--- src/rtl/booth_pkg.sv ---
// Shared types and constants for the radix-4 Booth sequential multiplier.
// Booth code values here must stay in step with mul_comp's decode.
package booth_pkg;

    localparam int unsigned DATA_W_DEF = 8;

    typedef enum logic [1:0] {
        IDLE,
        RUN,
        DONE
    } state_e;

    localparam logic [2:0] CODE_Z0  = 3'b000;
    localparam logic [2:0] CODE_P1A = 3'b001;
    localparam logic [2:0] CODE_P1B = 3'b010;
    localparam logic [2:0] CODE_P2  = 3'b011;
    localparam logic [2:0] CODE_M2  = 3'b100;
    localparam logic [2:0] CODE_M1A = 3'b101;
    localparam logic [2:0] CODE_M1B = 3'b110;
    localparam logic [2:0] CODE_Z1  = 3'b111;

endpackage

--- src/rtl/mul_comp.sv ---
// Radix-4 Booth partial-product generator: 8-bit signed multiplicand times a
// Booth code in {-2,-1,0,+1,+2}, delivered as a 10-bit signed value.
module mul_comp
    import booth_pkg::*;
(
    input  logic [7:0] data_i,
    input  logic [2:0] multi_i,
    output logic [9:0] pp_o
);

    logic [9:0] data_ext;

    // Two guard bits so that -2 * -128 = +256 still fits.
    assign data_ext = {{2{data_i[7]}}, data_i};

    always_comb begin
        pp_o = '0;
        case (multi_i)
            CODE_P1A, CODE_P1B: pp_o = data_ext;
            CODE_P2:            pp_o = data_ext << 1;
            CODE_M2:            pp_o = -(data_ext << 1);
            CODE_M1A, CODE_M1B: pp_o = -data_ext;
            default:            pp_o = '0;
        endcase
    end

endmodule

--- src/rtl/booth_r4_seq_mul.sv ---
// Iterative signed radix-4 Booth multiplier with valid/ready on both sides.
// Optional BOOTH_EARLY_TERM_EN stops as soon as the remaining Booth codes are all zero.
module booth_r4_seq_mul
    import booth_pkg::*;
#(
    parameter int unsigned DATA_W = DATA_W_DEF,
    parameter int unsigned PP_W   = DATA_W + 2,
    parameter int unsigned PROD_W = 2 * DATA_W,
    parameter int unsigned ITER   = DATA_W / 2
) (
    input  logic              clk_i,
    input  logic              rst_ni,
    input  logic              valid_i,
    output logic              ready_o,
    input  logic [DATA_W-1:0] mcand_i,
    input  logic [DATA_W-1:0] mplier_i,
    output logic              valid_o,
    input  logic              ready_i,
    output logic [PROD_W-1:0] product_o
);

    localparam int unsigned CNT_W = (ITER > 1) ? $clog2(ITER) : 1;

    state_e             state_q, state_d;
    logic [DATA_W-1:0]  mcand_q, mcand_d;
    logic [DATA_W:0]    scan_q, scan_d;
    logic [PROD_W-1:0]  acc_q, acc_d;
    logic [PROD_W-1:0]  prod_q, prod_d;
    logic [CNT_W-1:0]   cnt_q, cnt_d;

    logic [PP_W-1:0]    pp;
    logic [PROD_W-1:0]  pp_shifted;
    logic [DATA_W:0]    scan_shift;
    logic               last_iter;
    logic               finish;

    mul_comp u_mul_comp (
        .data_i  (mcand_q),
        .multi_i (scan_q[2:0]),
        .pp_o    (pp)
    );

    assign pp_shifted = {{(PROD_W - PP_W){pp[PP_W-1]}}, pp} << {cnt_q, 1'b0};
    assign scan_shift = {{2{scan_q[DATA_W]}}, scan_q[DATA_W:2]};
    assign last_iter  = (cnt_q == CNT_W'(ITER - 1));

`ifdef BOOTH_EARLY_TERM_EN
    // A scan register of all-equal bits can only yield zero codes from here on.
    assign finish = last_iter || (scan_shift == '0) || (scan_shift == '1);
`else
    assign finish = last_iter;
`endif

    always_comb begin
        state_d = state_q;
        mcand_d = mcand_q;
        scan_d  = scan_q;
        acc_d   = acc_q;
        prod_d  = prod_q;
        cnt_d   = cnt_q;
        ready_o = 1'b0;
        valid_o = 1'b0;

        case (state_q)
            IDLE: begin
                ready_o = 1'b1;
                if (valid_i) begin
                    mcand_d = mcand_i;
                    scan_d  = {mplier_i, 1'b0};
                    acc_d   = '0;
                    cnt_d   = '0;
                    state_d = RUN;
                end
            end
            RUN: begin
                acc_d  = acc_q + pp_shifted;
                scan_d = scan_shift;
                cnt_d  = cnt_q + 1'b1;
                if (finish) begin
                    prod_d  = acc_d;
                    state_d = DONE;
                end
            end
            DONE: begin
                valid_o = 1'b1;
                if (ready_i) begin
                    state_d = IDLE;
                end
            end
            default: state_d = IDLE;
        endcase
    end

    always_ff @(posedge clk_i or negedge rst_ni) begin
        if (!rst_ni) begin
            state_q <= IDLE;
            mcand_q <= '0;
            scan_q  <= '0;
            acc_q   <= '0;
            prod_q  <= '0;
            cnt_q   <= '0;
        end else begin
            state_q <= state_d;
            mcand_q <= mcand_d;
            scan_q  <= scan_d;
            acc_q   <= acc_d;
            prod_q  <= prod_d;
            cnt_q   <= cnt_d;
        end
    end

    assign product_o = prod_q;

endmodule

--- config.mk ---
export PLATFORM = sky130hd
export DESIGN_NAME = booth_r4_seq_mul
export DESIGN_NICKNAME = d
export VERILOG_FILES = /design/src/rtl/booth_pkg.sv /design/src/rtl/mul_comp.sv /design/src/rtl/booth_r4_seq_mul.sv
export SDC_FILE = /design/constraint.sdc
export NUM_CORES = 1
export LEC_CHECK = 0
export ABC_AREA = 0
export BUFFER_PORTS_ARGS = -buffer_cell sky130_fd_sc_hd__buf_2
export CAP_MARGIN = 20
export CORE_MARGIN = 1
export CORE_UTILIZATION = 35
export CTS_CLUSTER_SIZE = 40
export DETAILED_ROUTE_END_ITERATION = 8
export PLACE_DENSITY = 0.58
export SETUP_SLACK_MARGIN = 0.05
export SYNTH_ARGS = -nofsm -noshare
export SYNTH_HDL_FRONTEND = slang
export SYNTH_HIERARCHICAL = 1
export SYNTH_SLANG_ARGS = --single-unit
--- constraint.sdc ---
create_clock -name clk_i -period 9.6 [get_ports clk_i]
set_input_delay 0.96 -clock clk_i [delete_from_list [all_inputs] [get_ports clk_i]]
set_output_delay 0.96 -clock clk_i [all_outputs]
set_load 0.02 [all_outputs]
==> After elaboration in Yosys (flattened, before gate mapping) <==
Index checks and enable logic that the tools add are counted.
{ "classes": {"addsub": 4, "mux": 13, "n_shift": 1, "n_mul": 0, "n_div": 0, "order_cmp": 0, "eq_ne": 12, "bitwise": 1, "reduce_logical": 9} }
{ "op_table": {"columns": ["op", "count"], "rows": [
  ["10-bit one-hot mux with 4 select lines", 1],
  ["16-bit one-hot mux with 2 select lines", 1],
  ["10-bit negator", 2],
  ["9-bit one-hot mux with 2 select lines", 1],
  ["16-bit adder", 1],
  ["16-bit two-way mux", 1],
  ["16-bit by 3-bit << shifter with 16-bit output", 1],
  ["3-bit == test (second input constant)", 3],
  ["9-bit two-way mux", 1],
  ["2-bit two-way mux", 4],
  ["3-bit by 2-bit == test with 1-bit output (second input constant)", 2],
  ["2-bit != test (second input constant)", 3],
  ["2-bit one-hot mux with 3 select lines", 1],
  ["2-bit AND reduction", 3],
  ["3-bit AND reduction", 2],
  ["2-bit == test (second input constant)", 2],
  ["2-bit one-hot mux with 2 select lines", 1],
  ["2-bit OR reduction", 2],
  ["3-bit by 1-bit == test with 1-bit output (second input constant)", 1],
  ["2-bit by 1-bit adder with 2-bit output (second input constant)", 1],
  ["2-bit by 1-bit == test with 1-bit output (second input constant)", 1],
  ["2-bit zero test", 1],
  ["1-bit two-way mux", 2],
  ["2-bit nonzero test", 1],
  ["1-bit inverter", 1]
]} }
{ "word_totals": {"n_memories": 0, "out_inout_bits": 18, "rom_bits": 0, "ramBits": 0, "register_bits": 53, "latch_bits": 0} }

==> Depth between registers and ports, before layout <==
Gate-level depths: netlist of run 1.
{ "logic_depth": {"ltp_word": 6, "ltp_mapped": 17} }

==> By module <==
The synthesis of run 1 kept the hierarchy.
{ "modules_own_cells": {"columns": ["mod", "seq_area_each_um2", "n_inst", "cells_per_inst", "area_each_um2"], "rows": [
  ["booth_r4_seq_mul", 1326.3, 1, 305, 3143.0],
  ["mul_comp", 0.0, 1, 95, 610.6]
]} }

==> Least setup slack after synthesis of run 1 <==
OpenSTA, ideal clock, no wires.
{ "synth_timing": {"path_kind": "register to register", "from": "register mcand_q[0]", "to": "register prod_q[15] (netlist: product_o[15])", "required_time_ns": 9.475, "setup_time_ns": 0.125, "synth_period_minus_slack_ns": 4.061, "path_buffers": 2, "arrival_ns": 3.936, "setup_slack_ns": 5.539, "path_stages_with_launch": 15, "cell_sequence": "dfrtp_1 inv_1 ha_1 buf_4 or3b_2 a211oi_2 o32ai_1 or3_1 mux4_2 ha_1 clkbuf_1 nand4_1 o41a_4 xnor3_1 mux2_4"} }
{ "synth_between": {"elab_chain_len": 4, "word_cells_on_any_way": 5, "classes_between": "add/sub (3); shift (1); mux (1)"} }
{ "synth_rtl": {"columns": ["element", "line", "text"], "rows": [
  ["start, declared", "booth_r4_seq_mul.sv:25", "logic [DATA_W-1:0] mcand_q, mcand_d;"],
  ["start signal, assigned", "booth_r4_seq_mul.sv:104", "mcand_q <= mcand_d;"],
  ["10-bit negator, on equally long branches", "mul_comp.sv:22, mul_comp.sv:21", null],
  ["10-bit one-hot mux with 4 select lines (*)", "mul_comp.sv:18", "case (multi_i)"],
  ["named net pp[4]", "booth_r4_seq_mul.sv:31", "logic [PP_W-1:0] pp;"],
  ["16-bit by 3-bit << shifter with 16-bit output (*)", "booth_r4_seq_mul.sv:43", "assign pp_shifted = {{(PROD_W - PP_W){pp[PP_W-1]}}, pp} << {cnt_q, 1'b0};"],
  ["16-bit adder (*)", "booth_r4_seq_mul.sv:76", "acc_d = acc_q + pp_shifted;"],
  ["end signal, assigned", "booth_r4_seq_mul.sv:107", "prod_q <= prod_d;"],
  ["end, declared", "booth_r4_seq_mul.sv:28", "logic [PROD_W-1:0] prod_q, prod_d;"]
]} }
The timed path passes the listed nets; every way through them passes the cells marked *.
A chain may end at the register's enable or synchronous reset.

==> Final worst setup path of run 1 <==
Same ends and word-level chain as after synthesis.

==> flow_summary_export.csv, run 1 <==
group,metric,value,unit
synthesis,synthCells,400,
timing,drv_slew,0,
critical_path,worstPathArrival,4630,ps
run,maxCapViolations,0,
floorplanning,initial_core_util,0.362,
synthesis,async_flop_share,1.00,
routing,dr_wl_met3,340,um
min_path,holdPathStages,2,
floorplanning,ioPinCount,38,
critical_path,path_class,"reg2reg",
routing,drcViolationCount,0,
placed_design,portBuffers,37,
timing,hold_slack,480,ps
synthesis,synth-seq-cells,53,
synthesis,ys_top_cells_by_count,"53 x dfrtp_1, 46 x nand2_1, 31 x o21ai_0, 25 x nor2_1, 19 x a21oi_1",
timing,setup_tns,0,ps
routing,top_layer,"met4",
layout,nets,460,
routing,drt-pass1-iter-count,5,
clock_network,root_buffer,"clkbuf_8",
clock_network,ctsResizeCount,0,
synthesis,synth.most_common_cell,"dfrtp_1",
clock_network,cts_tree,"built",
grt,grt_pass1_wl,15600,um
timing,min_period,4420,ps
timing,fin_ws,5180,ps
clock_network,clock_sinks,53,
routing,wire_per_inst,16.1,um
timing,rsz0062_at_grt,"false",
outcome,outcome,"completed",
clock_network,clk_latency,310,ps
routing,routed-wl-met2,3980,um
grt,antenna_found_initial,0,
placed_design,dp_hpwl,6470,um
clock_network,ctsLongestPathBuffers,2,
synthesis,synth_top_area_frac,0.353,
routing,avgViaCountPerCell,5.46,
timing,relSlewSlack,0.487,
synthesis,yosysTopAreaCell,"dfrtp_1",
timing,hold_viol_final,0,
clock_network,cts_hold_buf,0,
critical_path,crit_required,9810,ps
timing,setup_viol,0,
clock_network,cts_made_buffers,5,
placed_design,gp_congestion,0.920,
synthesis,yosysUniqueCellTypes,64,
synthesis,synth_edf_count,0,
floorplanning,fp.dieArea,11100,um2
layout,drive_gt1_frac,0.206,
floorplanning,die_x,106,um
timing,timing.final.crit_share,0.461,
routing,final_antenna_net_count,0,
grt,grt_usage,0.175,
timing,clock_skew,7.42,ps
routing,met1_length,4570,um
synthesis,netlist_area,3750,um2
floorplanning,dieHeight,106,um
layout,syn_to_final_growth,9.67,%
critical_path,startpoint_type,"flop",
synthesis,ys_seq_area_frac,0.353,
clock_network,post_cts_buffers,0,
synthesis,avgSynthCellArea,9.38,um2
routing,drt-total-wl,8980,um
critical_path,crit_path_end_kind,"flop",
synthesis,yosys-top-cells-area,"dfrtp_1 35%, ha_1 5.7%, mux2_2 4.8%",
placed_design,pre_cts_slack,5300,ps
clock_network,clkTransAtPathRegs,100,ps
layout,antenna_cells,0,
floorplanning,core,10400,um2
synthesis,synth_flop_cell,"dfrtp_1",
timing,tightestPinTransition,769,ps
routing,vias,3054,
floorplanning,rows,37,
grt,grt-ovfl-total,0,
grt,grt_max_degree,54,
timing,fmax,226,MHz
grt,grt_pass1_vias,3066,
min_path,hp-class,"reg2reg",
synthesis,syn-num-nets,438,
routing,drtIter0Drc,267,
clock_network,cts.htree.levels,2,
critical_path,ff2ff_path_depth,14,
synthesis,yosys_warnings,6,
critical_path,cp_max_fo,9,
==> area by class of cell <==
cell class / count / area (um2)
Sequential cell: 53 / 1330
Multi-Input combinational cell: 312 / 2270
Tap cell: 136 / 170
Inverter: 9 / 33.8
Clock buffer: 6 / 82.6
Timing Repair Buffer: 41 / 215
Clock inverter: 2 / 13.8
Fill cell: 1103 / 6250
==> logic make-up (layout without fill, tap and decap cells) <==
kind of cell    Yosys count  count (layout)  share of synthesized area
mux                      35              35                      0.110
compound gates          121             121                      0.228
fa+ha+maj                18              18                     0.0620
flops                    53              53                      0.353
buf+inv                  35              58                     0.0413
simple gates            123             123                      0.167
xor+xnor                 15              15                     0.0387
==> sequential cells by signal, indices dropped and copies added (netlist names) <==
signal and flops:
state_q 2, cnt_q 2, scan_q 9, acc_q 16
mcand_q 8, product_o 16
==> worst paths after layout <==
check	end	startpoint	slack (ps)
worst max-delay path	product_o[15]	mcand_q[0]	5180
max in group asynchronous	acc_q[0]	rst_ni	8370
min in group asynchronous	scan_q[3]	rst_ni	760
worst max register to register	product_o[15]	mcand_q[0]	5180
worst min register to register	product_o[3]	product_o[3]	480
worst min-delay path	product_o[3]	product_o[3]	480
==> placed cells by master (no fill, tap or decap), drive strengths merged, types with 3 or more instances in the layout <==
cell / netlist / routed
nor3b: 5 / 5
o31ai: 3 / 3
mux4: 3 / 3
o22ai: 9 / 9
o21bai: 5 / 5
nand2b: 4 / 4
buf: 12 / 41
xnor2: 11 / 11
a22o: 8 / 8
nor2: 25 / 25
nand3: 8 / 8
a221o: 3 / 3
nand4: 7 / 7
mux2i: 15 / 15
or4: 3 / 3
dfrtp: 53 / 53
clkbuf: 14 / 6
a22oi: 4 / 4
ha: 17 / 17
a21oi: 22 / 22
a211oi: 6 / 6
nand2: 46 / 46
xor2: 3 / 3
inv: 9 / 9
o21ai: 32 / 32
mux2: 17 / 17
a221oi: 4 / 4
a21o: 5 / 5
nor2b: 11 / 11
a31o: 4 / 4
a21boi: 4 / 4
and2: 3 / 3
==> worst max-delay path, cell delays in order (launching register included) <==
cell and delay [ps]:
dfrtp_1 450, inv_1 100, ha_1 340, or3b_2 520, a211oi_2 270, o32ai_1 130, or3_1 380, mux4_2 490
ha_1 400, a21oi_1 280, o21bai_1 120, a21oi_1 170, o41a_4 200, xnor3_1 200, mux2_4 260
==> metrics by stage <==
| stage | utilization | instance area, um2 | instances |
|---|---|---|---|
| 2_1_floorplan | - | 3750 | 400 |
| 3_3_place_gp | 0.388 | 4020 | 551 |
| 3_5_place_dp | 0.388 | 4020 | 551 |
| 4_1_cts | 0.397 | 4120 | 559 |
| 5_1_grt | 0.397 | 4120 | 559 |
| 6_report | 0.397 | 4120 | 559 |
==> per-layer routing <==
metal  track usage  vias up
met3        0.0229        8
met1         0.249     1449
met4        0.0437        0
met2         0.281       75
li1              -     1522
met5             0        -
Power of run 1 is left out: the tool's default activity adds up to more than one toggle a clock period on the data nets, which glitch-free logic cannot reach.
==> run 2: changes to the inputs <==
--- a/config.mk
+++ b/config.mk
@@ -5,7 +5,7 @@
 export SDC_FILE = /design/constraint.sdc
 export NUM_CORES = 1
 export LEC_CHECK = 0
-export ABC_AREA = 0
+export ABC_AREA = 1
 export BUFFER_PORTS_ARGS = -buffer_cell sky130_fd_sc_hd__buf_2
 export CAP_MARGIN = 20
 export CORE_MARGIN = 1
==> constraint.sdc (replaced) <==
create_clock -name clk_i -period 4.2 [get_ports clk_i]
set_input_delay 0.42 -clock clk_i [delete_from_list [all_inputs] [get_ports clk_i]]
set_output_delay 0.42 -clock clk_i [all_outputs]
set_load 0.02 [all_outputs]
==> flow_summary_export.csv, run 2 <==
group,metric,value,unit
routing,final_antenna_net_count,0,
routing,drt-pass1-iter-count,4,
floorplanning,dieHeight,105,um
synthesis,synth_edf_count,0,
timing,rsz0062_at_grt,"false",
placed_design,pre_cts_slack,1220,ps
floorplanning,rows,37,
synthesis,syn-num-nets,545,
critical_path,crit_path_end_kind,"flop",
layout,antenna_cells,0,
clock_network,cts.htree.levels,2,
synthesis,yosys-top-cells-area,"dfrtp_1 36%, nand2_1 17%, nand3_1 7.8%",
timing,timing.final.crit_share,0.731,
timing,setup_tns,0,ps
grt,grt_pass1_vias,3215,
clock_network,ctsResizeCount,0,
timing,min_period,3070,ps
clock_network,clock_sinks,53,
min_path,hp-class,"in2async",
timing,setup_viol,0,
layout,final_common_cell,"nand2_1",
synthesis,synth_flop_cell,"dfrtp_1",
layout,syn_to_final_growth,10.4,%
placed_design,portBuffers,37,
run,maxCapViolations,0,
synthesis,synth_top_area_frac,0.357,
timing,fin_ws,1130,ps
grt,grt_usage,0.167,
routing,avgViaCountPerCell,4.82,
clock_network,clkTransAtPathRegs,110,ps
routing,drtIter0Drc,145,
floorplanning,initial_core_util,0.359,
synthesis,async_flop_share,1.00,
routing,wire_per_inst,12.4,um
grt,antenna_found_initial,0,
routing,drt-total-wl,8430,um
timing,clock_skew,14.8,ps
critical_path,startpoint_type,"flop",
timing,drv_slew,0,
layout,nets,579,
synthesis,yosysUniqueCellTypes,39,
synthesis,avgSynthCellArea,7.32,um2
clock_network,clk_latency,320,ps
clock_network,post_cts_buffers,0,
outcome,outcome,"completed",
layout,final_cell_mix,"170 x nand2_1, 62 x inv_1, 58 x nand3_1, 53 x dfrtp_1, 37 x buf_2",
synthesis,synth.most_common_cell,"nand2_1",
critical_path,crit_required,4410,ps
floorplanning,ioPinCount,38,
grt,grt_max_degree,54,
synthesis,yosys_warnings,6,
routing,drcViolationCount,0,
synthesis,synth-seq-cells,53,
placed_design,dpl-instance-area,4000,um2
clock_network,ctsLongestPathBuffers,2,
timing,hold_viol_final,0,
floorplanning,die_x,105,um
timing,relSlewSlack,0.548,
synthesis,netlist_area,3710,um2
critical_path,worstPathArrival,3280,ps
clock_network,cts_hold_buf,0,
grt,grt_pass1_wl,15000,um
synthesis,ys_seq_area_frac,0.357,
grt,grt-ovfl-total,0,
timing,tightestPinTransition,678,ps
synthesis,yosysTopAreaCell,"dfrtp_1",
synthesis,synthCells,507,
placed_design,dp_hpwl,6460,um
timing,fmax,326,MHz
floorplanning,fp.dieArea,11000,um2
clock_network,root_buffer,"clkbuf_8",
layout,drive_gt1_frac,0.149,
synthesis,ys_top_cells_by_count,"170 x nand2_1, 62 x inv_1, 58 x nand3_1, 53 x dfrtp_1, 22 x nor2_1",
layout,post-route-util,0.397,
floorplanning,core,10300,um2
layout,final_area,4100,um2
layout,fillers,1092,
placed_design,gp_congestion,0.886,
clock_network,cts_tree,"built",
clock_network,cts_made_buffers,5,
critical_path,cp_max_fo,5,
routing,vias,3267,
critical_path,path_class,"reg2reg",
## run 2: worst max-delay path, stage by stage (launching register included)
cell and delay [ps]:
dfrtp_1 430, inv_1 110, ha_1 250, nand4_1 210, nand3_1 120, nand3_1 150, nand2_1 100, inv_1 50
a21oi_1 190, mux2i_1 140, ha_1 360, nand2_1 130, inv_1 60, nand2_1 60, nand2_1 70, a21oi_1 230
nand3_1 140, nand3_1 100, nand2_1 50
## run 2: metal layers
layer,GRT usage,wire length (um),vias up
li1,-,-,1710
met1,0.216,4100,1490
met3,0.0281,294,8
met2,0.292,3980,59
met5,0,0,-
met4,0.0292,65,0
## run 2: final cells by class
type,instances,area (um2),area share
repair buffers,38,193,0.0470
clock inverters,3,26.3,0.00641
well taps,136,170,0.0415
inverters,70,265,0.0648
multi-input cells,373,2050,0.500
clock buffers,5,68.8,0.0168
flip-flops and latches,53,1330,0.324
## run 2: cells by family after synthesis
| logic type | count (synthesis) | share of synthesized area |
|---|---|---|
| xor gates and xnor gates | 6 | 0.0142 |
| buffers and inverters | 81 | 0.0910 |
| adders and majority gates | 18 | 0.0627 |
| and+or+nand+nor | 286 | 0.350 |
| DFF | 53 | 0.357 |
| AOI/OAI and AO/OA | 45 | 0.0735 |
| muxes | 18 | 0.0516 |
## run 2: final timing paths
kind	startpoint	end	slack, ps	depth (start not counted)
max	mcand_q[0]	acc_q[15]	1130	18
min	rst_ni	product_o[0]	220	2
max reg2reg	mcand_q[0]	acc_q[15]	1130	18
min reg2reg	product_o[10]	product_o[10]	480	2
max in group asynchronous	rst_ni	acc_q[8]	3530	2
min in group clk_i	ready_i	state_q[1]	260	2
## run 2: metrics by stage
| stage | instances | hold slack [ps] |
|---|---|---|
| 5_1_grt | 678 | 266 |
| 3_5_place_dp | 670 | 464 |
| 6_report | 678 | 221 |
| 3_3_place_gp | 670 | 458 |
| 2_1_floorplan | 507 | 124 |
| 4_1_cts | 678 | 252 |
Power of run 2 is left out for the same reason.
==> run 3: changes to the inputs <==
--- a/config.mk
+++ b/config.mk
@@ -5,7 +5,7 @@
 export SDC_FILE = /design/constraint.sdc
 export NUM_CORES = 1
 export LEC_CHECK = 0
-export ABC_AREA = 1
+export ABC_AREA = 0
 export BUFFER_PORTS_ARGS = -buffer_cell sky130_fd_sc_hd__buf_2
 export CAP_MARGIN = 20
 export CORE_MARGIN = 1
==> constraint.sdc (replaced) <==
create_clock -name clk_i -period 3 [get_ports clk_i]
set_input_delay 0.3 -clock clk_i [delete_from_list [all_inputs] [get_ports clk_i]]
set_output_delay 0.3 -clock clk_i [all_outputs]
set_load 0.02 [all_outputs]
==> flow_summary_export.csv, run 3 (same netlist as run 1, synthesis figures left out) <==
group,metric,value,unit
outcome,violations,"setup timing",
clock_network,clk_latency,320,ps
timing,setup_viol,22,
routing,final_antenna_net_count,0,
floorplanning,initial_core_util,0.362,
timing,drv_slew,0,
timing,setup_tns,-14430,ps
routing,drt-total-wl,10200,um
critical_path,ff2ff_path_depth,14,
clock_network,clock_sinks,53,
layout,final_cell_mix,"85 x buf_4, 52 x dfrtp_1, 42 x nand2_1, 37 x buf_2, 21 x o21ai_0",
routing,vias,3435,
layout,final_common_cell,"buf_4",
timing,fin_ws,-808,ps
clock_network,cts_hold_buf,0,
clock_network,cts.htree.levels,2,
critical_path,cp_max_fo,4,
placed_design,portBuffers,37,
timing,clock_skew,11.6,ps
routing,drcViolationCount,0,
timing,timing.final.crit_share,1.27,
routing,drt-pass1-iter-count,4,
timing,relSlewSlack,0.392,
placed_design,gp_congestion,0.903,
routing,dr_wl_met3,347,um
outcome,outcome,"finished, violations left",
routing,top_layer,"met4",
critical_path,path_common_cell,"ha_4",
routing,routed-wl-met2,4720,um
routing,wire_per_inst,15.9,um
critical_path,cpMaxStageDelayCell,"mux4_2",
critical_path,worstPathArrival,4030,ps
critical_path,crit_buf_inv,1,
layout,drive_gt1_frac,0.444,
timing,rsz0062_at_grt,"true",
clock_network,cts_tree,"built",
min_path,hp-class,"in2async",
layout,syn_to_final_growth,36.0,%
placed_design,dpl-instance-area,4640,um2
timing,tightestPinTransition,913,ps
routing,met1_length,5050,um
grt,antenna_found_initial,0,
run,maxCapViolations,0,
grt,grt_pass1_vias,3414,
critical_path,crit_required,3220,ps
timing,fmax,263,MHz
floorplanning,ioPinCount,38,
grt,grt_max_degree,39,
floorplanning,fp.dieArea,11100,um2
critical_path,path_class,"reg2reg",
critical_path,path_cells,"inv_2 > ha_4 > or3b_4 > a211oi_4 > o32ai_1 > or3_1 > mux4_2 > ha_4 > a21o_1 > o21bai_1 > a21oi_1 > o41a_4 > xnor3_1 > mux2_4",
critical_path,startpoint_type,"flop",
routing,drtIter0Drc,171,
clock_network,ctsLongestPathBuffers,2,
grt,grt_usage,0.193,
critical_path,startpoint,"mcand_q[0]",
layout,fillers,993,
critical_path,r2r_start,"mcand_q[0]",
layout,nets,546,
critical_path,max_stage_delay,520,ps
critical_path,crit_path_end_kind,"flop",
placed_design,dp_hpwl,7610,um
timing,hold_viol_final,0,
clock_network,cts_made_buffers,5,
clock_network,clkTransAtPathRegs,110,ps
clock_network,root_buffer,"clkbuf_8",
critical_path,crit_family,"compound AO/OA/AOI/OAI gates",
layout,final_area,5110,um2
layout,antenna_cells,0,
critical_path,crit_cells,14,
grt,grt-ovfl-total,0,
timing,min_period,3810,ps
floorplanning,rows,37,
grt,grt_pass1_wl,16900,um
floorplanning,dieHeight,106,um
routing,avgViaCountPerCell,5.33,
placed_design,pre_cts_slack,-870,ps
floorplanning,die_x,106,um
floorplanning,core,10400,um2
==> run 3: cell count changes in the layout (fill, tap and decap cells not counted), sizes merged, moves of 7 or more <==
| cell | change |
|---|---|
| a21oi | +12 |
| a22o | +7 |
| buf | +89 |
| inv | -61 |
| mux2 | +8 |
| nand2 | -129 |
| nand3 | -50 |
| nor2b | +11 |
| nor3 | -8 |
| o22ai | +9 |
| xnor2 | +8 |
==> run 3: worst paths after layout <==
check | end | slack [ps]
min in group clk_i | state_q[1] | 140
worst max-delay path | product_o[15] | -810
worst min register to register | product_o[2] | 480
worst min-delay path | scan_q[3] | 100
worst max register to register | product_o[15] | -810
max in group asynchronous | acc_q[1] | 2220
==> run 3: timing repair <==
| action | 4_1_cts | 5_1_grt |
|---|---|---|
| setup buffers | 6 | 5 |
| setup endpoints to repair | 24 | 29 |
| pin swaps | 33 | 14 |
| gates resized for setup | 40 | 26 |
==> run 3: area by class of cell <==
class,count,area [um2],area share
clock buffer,5,68.8,0.0135
clock inverter,3,25.0,0.00490
inverter,9,33.8,0.00662
multi-input combinational,312,2600,0.509
sequential,53,1330,0.260
tap,136,170,0.0333
timing repair buffer,127,880,0.172
==> run 3: per-layer routing <==
layer	GRT usage	up-vias
li1	-	1688
met1	0.270	1686
met2	0.313	53
met3	0.0272	8
met4	0.0506	0
met5	0	-
==> run 3: per-stage QoR <==
stage | std cells | util | hold slack [ps]
finish | 645 | 0.492 | 102
global route | 645 | 0.492 | 163
CTS | 641 | 0.477 | 134
detailed placement | 627 | 0.448 | 463
global placement | 627 | 0.448 | 456
floorplan | 400 | - | 4.41
Power of run 3 is left out for the same reason.
